File: config.mk
export PLATFORM = sky130hd
export DESIGN_NAME = spec_flag_gen
export DESIGN_NICKNAME = d
export VERILOG_FILES = /design/src/rtl/spec_flag_gen.sv
export SDC_FILE = /design/constraint.sdc
export NUM_CORES = 1
export LEC_CHECK = 0
export ABC_AREA = 0
export CELL_PAD_IN_SITES_DETAIL_PLACEMENT = 1
export CELL_PAD_IN_SITES_GLOBAL_PLACEMENT = 1
export CORE_ASPECT_RATIO = 1.4
export CORE_MARGIN = 4
export CORE_UTILIZATION = 37
export DETAILED_ROUTE_END_ITERATION = 12
export GPL_TIMING_DRIVEN = 0
export HOLD_SLACK_MARGIN = 0.1
export PLACE_DENSITY_LB_ADDON = 0.1
export SETUP_SLACK_MARGIN = 0.3
export SLEW_MARGIN = 10
export SYNTH_ARGS = -nofsm -noshare
export SYNTH_HDL_FRONTEND = slang
export SYNTH_SLANG_ARGS = --single-unit
File: constraint.sdc
create_clock -name clk -period 1.6 [get_ports clk]
set_clock_uncertainty 0.2 [all_clocks]
set_input_delay 0.32 -clock clk [delete_from_list [all_inputs] [get_ports clk]]
set_output_delay 0.32 -clock clk [all_outputs]
set_load 0.03 [all_outputs]
File: src/rtl/spec_flag_gen.sv
// spec_flag_gen: source-side sequencer for the CCSDS-123 predictor.
// Accepts BIP-ordered samples over valid/ready, tracks the image-cube
// position (z fastest, then x, then y) and emits each accepted sample,
// one cycle later, with its position flags.
module spec_flag_gen #(
    parameter int DATA_WIDTH = 12,
    parameter int NX         = 16,
    parameter int NY         = 16,
    parameter int NZ         = 8,
    parameter int BLOCK_LEN  = 64
) (
    input  logic                  clk,
    input  logic                  rst,
    input  logic                  start_i,
    input  logic                  valid_i,
    input  logic [DATA_WIDTH-1:0] data_i,
    output logic                  ready_o,
    output logic                  en_o,
    output logic [DATA_WIDTH-1:0] data_o,
    output logic                  spec_fst_o,
    output logic                  en_block_cnt_o,
    output logic                  en_fst_blo_o,
    output logic                  last_o,
    output logic                  busy_o
);

    // Counter widths; a one-value extent still gets a 1-bit counter.
    localparam int ZW   = (NZ > 1) ? $clog2(NZ) : 1;
    localparam int XW   = (NX > 1) ? $clog2(NX) : 1;
    localparam int YW   = (NY > 1) ? $clog2(NY) : 1;
    localparam int BW   = (BLOCK_LEN > 1) ? $clog2(BLOCK_LEN) : 1;
    localparam int NTOT = NX * NY * NZ;
    localparam int IW   = $clog2(NTOT + 1);

    localparam logic [ZW-1:0] Z_MAX     = ZW'(NZ - 1);
    localparam logic [XW-1:0] X_MAX     = XW'(NX - 1);
    localparam logic [YW-1:0] Y_MAX     = YW'(NY - 1);
    localparam logic [BW-1:0] BLK_MAX   = BW'(BLOCK_LEN - 1);
    localparam logic [31:0]   BLK_LEN_U = 32'(BLOCK_LEN);

    typedef enum logic [1:0] {
        ST_IDLE = 2'd0,
        ST_RUN  = 2'd1,
        ST_DONE = 2'd2
    } state_t;

    state_t                state_q, state_d;
    logic [ZW-1:0]         z_q, z_d;
    logic [XW-1:0]         x_q, x_d;
    logic [YW-1:0]         y_q, y_d;
    logic [BW-1:0]         blk_q, blk_d;
    logic [IW-1:0]         idx_q, idx_d;

    logic                  en_q, en_d;
    logic [DATA_WIDTH-1:0] data_q, data_d;
    logic                  spec_fst_q, spec_fst_d;
    logic                  en_block_cnt_q, en_block_cnt_d;
    logic                  en_fst_blo_q, en_fst_blo_d;
    logic                  last_q, last_d;

    logic                  accept_s;
    logic                  last_s;

    // Handshake and frame-position decode from the current (pre-increment) counters.
    always_comb begin
        ready_o  = (state_q == ST_RUN);
        busy_o   = (state_q != ST_IDLE);
        accept_s = valid_i & ready_o;
        last_s   = (z_q == Z_MAX) && (x_q == X_MAX) && (y_q == Y_MAX);
    end

    // Frame sequencing: IDLE -> RUN on start, RUN -> DONE on the final accept, DONE lasts one cycle.
    always_comb begin
        state_d = state_q;
        case (state_q)
            ST_IDLE: begin
                if (start_i) begin
                    state_d = ST_RUN;
                end else begin
                    state_d = ST_IDLE;
                end
            end
            ST_RUN: begin
                if (accept_s && last_s) begin
                    state_d = ST_DONE;
                end else begin
                    state_d = ST_RUN;
                end
            end
            ST_DONE: begin
                state_d = ST_IDLE;
            end
            default: begin
                state_d = ST_IDLE;
            end
        endcase
    end

    // Position counters: cleared on frame start, advanced only on an accepted sample.
    always_comb begin
        z_d   = z_q;
        x_d   = x_q;
        y_d   = y_q;
        blk_d = blk_q;
        idx_d = idx_q;
        if ((state_q == ST_IDLE) && start_i) begin
            z_d   = '0;
            x_d   = '0;
            y_d   = '0;
            blk_d = '0;
            idx_d = '0;
        end else if (accept_s) begin
            idx_d = idx_q + IW'(1'b1);
            if (blk_q == BLK_MAX) begin
                blk_d = '0;
            end else begin
                blk_d = blk_q + BW'(1'b1);
            end
            if (z_q == Z_MAX) begin
                z_d = '0;
                if (x_q == X_MAX) begin
                    x_d = '0;
                    if (y_q == Y_MAX) begin
                        y_d = '0;
                    end else begin
                        y_d = y_q + YW'(1'b1);
                    end
                end else begin
                    x_d = x_q + XW'(1'b1);
                end
            end else begin
                z_d = z_q + ZW'(1'b1);
            end
        end else begin
            z_d = z_q;
        end
    end

    // Output stage: capture sample and flags on accept, hold otherwise; en is a one-cycle pulse.
    always_comb begin
        en_d           = accept_s;
        data_d         = data_q;
        spec_fst_d     = spec_fst_q;
        en_block_cnt_d = en_block_cnt_q;
        en_fst_blo_d   = en_fst_blo_q;
        last_d         = last_q;
        if (accept_s) begin
            data_d         = data_i;
            spec_fst_d     = (z_q == '0);
            en_block_cnt_d = (blk_q == BLK_MAX) || last_s;
            en_fst_blo_d   = (32'(idx_q) < BLK_LEN_U);
            last_d         = last_s;
        end else begin
            data_d = data_q;
        end
    end

    // State, counter and output registers; reset aborts any frame in progress.
    always_ff @(posedge clk or posedge rst) begin
        if (rst) begin
            state_q        <= ST_IDLE;
            z_q            <= '0;
            x_q            <= '0;
            y_q            <= '0;
            blk_q          <= '0;
            idx_q          <= '0;
            en_q           <= 1'b0;
            data_q         <= '0;
            spec_fst_q     <= 1'b0;
            en_block_cnt_q <= 1'b0;
            en_fst_blo_q   <= 1'b0;
            last_q         <= 1'b0;
        end else begin
            state_q        <= state_d;
            z_q            <= z_d;
            x_q            <= x_d;
            y_q            <= y_d;
            blk_q          <= blk_d;
            idx_q          <= idx_d;
            en_q           <= en_d;
            data_q         <= data_d;
            spec_fst_q     <= spec_fst_d;
            en_block_cnt_q <= en_block_cnt_d;
            en_fst_blo_q   <= en_fst_blo_d;
            last_q         <= last_d;
        end
    end

    assign en_o           = en_q;
    assign data_o         = data_q;
    assign spec_fst_o     = spec_fst_q;
    assign en_block_cnt_o = en_block_cnt_q;
    assign en_fst_blo_o   = en_fst_blo_q;
    assign last_o         = last_q;

endmodule

Word-level counts from Yosys, hierarchy flattened
Index checks and enable logic that the tools add are counted.
{"block": "totals", "ram_bits": 0, "regBits": 48, "mem_count": 0, "word_cells": 57, "rom_bits": 0, "input_bits": 16, "out_inout_bits": 19, "latch_bits": 0}
{"block": "classes", "n_lt_le_gt_ge": 1, "n_div": 0, "reduce_logical": 13, "add_sub_neg": 5, "bitwise": 1, "n_mux": 20, "eq_ne": 5, "mul": 0, "shift": 0}
{"op": "$mux W4", "n": 9}
{"op": "$mux W12", "n": 2}
{"op": "$mux W6", "n": 3}
{"op": "$add A12 B1 Y12 const B", "n": 1}
{"op": "$lt A12 B7 Y1 const B", "n": 1}
{"op": "$mux W3", "n": 3}
{"op": "$add A4 B1 Y4 const B", "n": 2}
{"op": "$eq A4 B4 Y1 const B", "n": 2}
{"op": "$reduce_bool A2 Y1", "n": 4}
{"op": "$add A6 B1 Y6 const B", "n": 1}
{"op": "$eq A6 B6 Y1 const B", "n": 1}
{"op": "$logic_and A1 B1 Y1", "n": 4}
{"op": "$pmux W2 S2", "n": 1}
{"op": "$add A3 B1 Y3 const B", "n": 1}
{"op": "$eq A3 B3 Y1 const B", "n": 1}
{"op": "$logic_not A3 Y1", "n": 1}
{"op": "$reduce_and A3 Y1", "n": 1}
{"op": "$eq A2 B1 Y1 const B", "n": 1}
{"op": "$logic_not A2 Y1", "n": 1}
{"op": "$mux W2", "n": 1}
{"op": "$reduce_and A2 Y1", "n": 1}
{"op": "$and A1 B1 Y1", "n": 1}
{"op": "$logic_or A1 B1 Y1", "n": 1}
{"op": "$mux W1", "n": 1}

Logic depth before layout (Yosys ltp)
{"block": "logic_depth", "word_depth": 6, "ltp_mapped": 6, "mapped_depth_nobuf": 5}

Worst setup path before layout
No wires, ideal clock.
{"block": "synth_path", "path_kind": "register -> register", "start": "reg z_q[0]", "end": "reg y_q[3]", "arrival_ps": 1460, "synth_period_minus_slack_ps": 1736, "t_required_ps": 1324, "path_buffers": 0, "slack_ps": -136, "path_stages_with_launch": 6, "setup_ps": 76, "path_cell_list": "dfrtp_1 ha_1 ha_1 nand4b_2 or4_1 o21ai_1"}
{"block": "synth_via", "elab_chain_len": 3}
{"item": "start: declaration", "line_no": "48", "text": "logic [ZW-1:0] z_q, z_d;"}
{"item": "start signal: assignment", "line_no": "175", "text": "z_q <= z_d;"}
{"item": "$eq A3 B3 Y1", "line_no": "119", "text": "if (z_q == Z_MAX) begin"}
{"item": "$reduce_bool A2 Y1 (no source line)"}
{"item": "$reduce_and A3 Y1 (no source line)"}
{"item": "end signal: assignment", "line_no": "177", "text": "y_q <= y_d;"}
{"item": "end: declaration", "line_no": "50", "text": "logic [YW-1:0] y_q, y_d;"}
No other way between the ends.
A chain may end at the register's enable or synchronous reset.

Worst setup path in the final report
{"block": "layout_path", "start": "reg state_q[1]", "end": "reg blk_q[4]"}
{"block": "layout_via", "elab_chain_len": 3, "elab_cells_between_ends": 6, "cone_classes": "1 x eq/ne; 1 x mux; 1 x bitwise; 3 x reduce/logical"}
{"item": "start: declaration", "line_no": "47", "text": "state_t state_q, state_d;"}
{"item": "start signal: assignment", "line_no": "174", "text": "state_q <= state_d;"}
{"item": "$eq A2 B1 Y1 or $logic_not A2 Y1 (tied branches)", "line_no": "66, 106"}
{"item": "$and A1 B1 Y1 or $logic_and A1 B1 Y1 (tied branches)", "line_no": "68, 106"}
{"item": "$reduce_bool A2 Y1 (no source line) or $mux W6 (tied branches)"}
{"item": "end signal: assignment", "line_no": "178", "text": "blk_q <= blk_d;"}
{"item": "end: declaration", "line_no": "51", "text": "logic [BW-1:0] blk_q, blk_d;"}
Parallel ways exist; a longest one is shown, timed or not.

==> flow_metrics.env <==
export IMPL_syn_num_nets=261
export IMPL_seq_area_um2=1200
export IMPL_period_needed_ns=1.76
export IMPL_reg2reg_setup_slack_ns=-0.16
export IMPL_max_stage_delay_ns=0.49
export IMPL_grt_remaining_overflow=0
export IMPL_relSlewSlack_pct=61.2
export IMPL_ant_nets=0
export IMPL_ir_worst_vdd_uv=815
export IMPL_slew_viol_final=0
export IMPL_required_ns=1.62
export IMPL_synth_top_area_share_pct=52.5
export IMPL_antennaDiodeCount=0
export IMPL_crit_chain="nand3b_4, buf_6, or3_1, a21oi_1"
export IMPL_core_region_area_um2=5950
export IMPL_worst_path_buf_inv=1
export IMPL_cp_arrival_ns=1.78
export IMPL_dieWidth_um=74.5
export IMPL_swShare_pct=36.3
export IMPL_placed_cells=342
export IMPL_setup_viol_count_final=41
export IMPL_pin_count=35
export IMPL_cts_tree="yes"
export IMPL_synth_most_common_cell="nand2_1"
export IMPL_synth_edf_count=0
export IMPL_drtIter0Drc=104
export IMPL_place_gp_congestion=0.744
export IMPL_syn_to_final_growth_pct=72.7
export IMPL_yosys_top_cells_count="60 x nand2_1, 48 x dfrtp_1, 16 x a21oi_1"
export IMPL_rsz0062_at_grt="true"
export IMPL_drive_above_1_share_pct=52.4
export IMPL_critical_path_class="flop to flop"
export IMPL_syn_avg_cell_area_um2=9.61
export IMPL_clock_sinks=48
export IMPL_synth_seq_cells=48
export IMPL_max_freq_ghz=0.568
export IMPL_yosys_area_top_type="dfrtp_1"
export IMPL_die_area_um2=7520
export IMPL_instances_no_fill=398
export IMPL_nets=350
export IMPL_powerDensity_nw_per_um2=1090
export IMPL_synthCells=238
export IMPL_setup_ws_ns=-0.161
export IMPL_syn_area_um2=2290
export IMPL_num_fill_cells=602
export IMPL_htree_levels=2
export IMPL_antenna_found_initial=0
export IMPL_clkPwrFrac_pct=21.2
export IMPL_cts_buffers_inserted=5
export IMPL_async_flop_share_pct=100
export IMPL_first_pass_iters=4
export IMPL_viasPerCell=5.82
export IMPL_comb_power_share_pct=38.8
export IMPL_crit_path_end_kind="flop"
export IMPL_synth_warnings=0
export IMPL_post_route_period_util_pct=110
export IMPL_grt_pass1_wl_um=11500
export IMPL_yosysUniqueCellTypes=39
export IMPL_power_switching_mw=1.57
export IMPL_vias=2317
export IMPL_post_route_util_pct=66.4
export IMPL_violations="negative setup slack"
export IMPL_intPower_mw=2.75
export IMPL_start_kind="flop"
export IMPL_ctsLongestPathBuffers=2
export IMPL_wl_per_cell_um=22.3
export IMPL_drt_total_wl_um=8880
export IMPL_grt_util_all_layers_pct=19.9
export IMPL_fp_dieH_um=101
export IMPL_status="complete, but fails checks"
export IMPL_ys_dominant_reg_cell="dfrtp_1"
export IMPL_hpwl_um=4040
export IMPL_cp_slowest_cell="dfrtp_2"
export IMPL_seqPwrFrac_pct=40.0
export IMPL_p_leak_nw=1.75
export IMPL_tightest_slew_ns=0.580
export IMPL_hold_viol=0
export IMPL_rows=33
export IMPL_seq_area_frac_synth_pct=52.5
export IMPL_grt_pass1_vias=2319
export IMPL_place_port_buffers=34
export IMPL_grt_max_degree=25
export IMPL_clkTransAtPathRegs_ns=0.09
export IMPL_worstSkewPairLatency_ns=0.31
export IMPL_cp_top_family="simple AND/OR/NAND/NOR gates"
export IMPL_drc=0
export IMPL_multi_input_area_um2=1510
export IMPL_root_buffer="clkbuf_8"
export IMPL_synthTopCellsByArea="dfrtp_1 53%, nand2_1 9.8%, ha_1 3.8%, a21oi_1 3.5%, nand3_1 2.8%"
export IMPL_drv_cap=0
export IMPL_initial_core_util_pct=38.5
export IMPL_crit_fanout=6
export IMPL_hold_path_class="flop to flop"
[flip-flops by register name (all words and copies together), names as in the netlist]
register        count
data_o             12
idx_q              12
blk_q               6
x_q                 4
y_q                 4
z_q                 3
state_q             2
en_block_cnt_o      1
en_fst_blo_o        1
en_o                1
last_o              1
spec_fst_o          1
[worst register-to-register path, stage by stage (launching register included)]
cell      delay [ns]
dfrtp_2         0.49
nand3b_4        0.28
buf_6           0.18
or3_1           0.34
a21oi_1         0.19
[final timing paths]
path | cells past startpoint | startpoint | end
setup / recovery | 4 | state_q[1] | blk_q[4]
hold / removal | 2 | data_o[7] | data_o[7]
setup reg to reg | 4 | state_q[1] | blk_q[4]
hold reg to reg | 2 | data_o[7] | data_o[7]
max in group asynchronous | 2 | rst | state_q[1]
min in group asynchronous | 2 | rst | en_fst_blo_o
[kinds of logic after synthesis]
kind of cell	count (synthesis)	share of synthesized area [%]
and+or+nand+nor	118	26.6
AOI/OAI and AO/OA	43	11.5
adders and majority gates	7	3.83
xor gates and xnor gates	1	0.383
DFF	48	52.5
buffers and inverters	16	2.90
muxes	5	2.19
[metal layers]
layer  up-vias  part of all wire (%)  GRT usage, %
met4         0                   2.5          5.48
met2        62                    55          35.7
li1       1033                     -             -
met1      1201                    38          23.5
met5         -                     0             0
met3        21                   4.0          3.89
[cell usage in the layout, fill, tap and decap left out, types with 4 or more instances in the layout]
cell type and count:
dfrtp_1 46, buf_6 31, nand2_1 30, buf_4 28, nand2_2 19, clkdlybuf4s50_1 14, nand2_4 11, a21oi_2 9
nand3_1 8, a21oi_1 7, nand4_1 6, or3_1 6, clkbuf_16 5, mux2i_1 5, buf_8 5, o21ai_1 5
nand3_2 5, or4_1 5, clkbuf_8 5, inv_1 4, buf_12 4, o21ai_0 4
[what timing repair did]
action	in CTS	in global routing
endpoints found under the setup margin	115	67
hold buffers	0	0
buffers inserted	21	19
gates resized for setup	169	82
cloned	3	5
pin swaps	11	40
[area by class of cell]
cell class,instances,share of cell area [%]
timing repair inverter,1,0.190
tap,70,2.22
multi-input combinational,176,38.3
inverter,7,0.950
timing repair buffer,79,21.3
buffer,9,3.83
clock buffer,5,1.74
sequential,48,30.5
clock inverter,3,1.08
[power by group through the flow]
| stage | clock [mW] | sequential [mW] | combinational, mW |
|---|---|---|---|
| 4_1_cts | 0.919 | 1.68 | 1.23 |
| 6_report | 0.916 | 1.73 | 1.68 |
| 2_1_floorplan | 0 | 1.77 | 0.524 |
| 3_3_place_gp | 0 | 1.69 | 0.933 |
| 3_5_place_dp | 0 | 1.70 | 0.967 |
| 5_1_grt | 0.986 | 1.75 | 1.81 |
[through the flow]
| step | hold slack (ns) | setup slack (ns) | total power, mW | area, um^2 | setup TNS (ns) |
|---|---|---|---|---|---|
| global route | 0.343 | -0.213 | 4.55 | 3950 | -4.82 |
| global placement | 0.249 | -0.574 | 2.62 | 2880 | -29.96 |
| CTS | 0.299 | -0.116 | 3.83 | 3370 | -0.912 |
| finish | 0.312 | -0.161 | 4.32 | 3950 | -2.82 |
| detailed placement | 0.257 | -0.621 | 2.66 | 2880 | -32.18 |
| floorplan | 0.150 | -0.0452 | 2.30 | 2450 | -0.0712 |
Power figures use the tool's default switching activity.
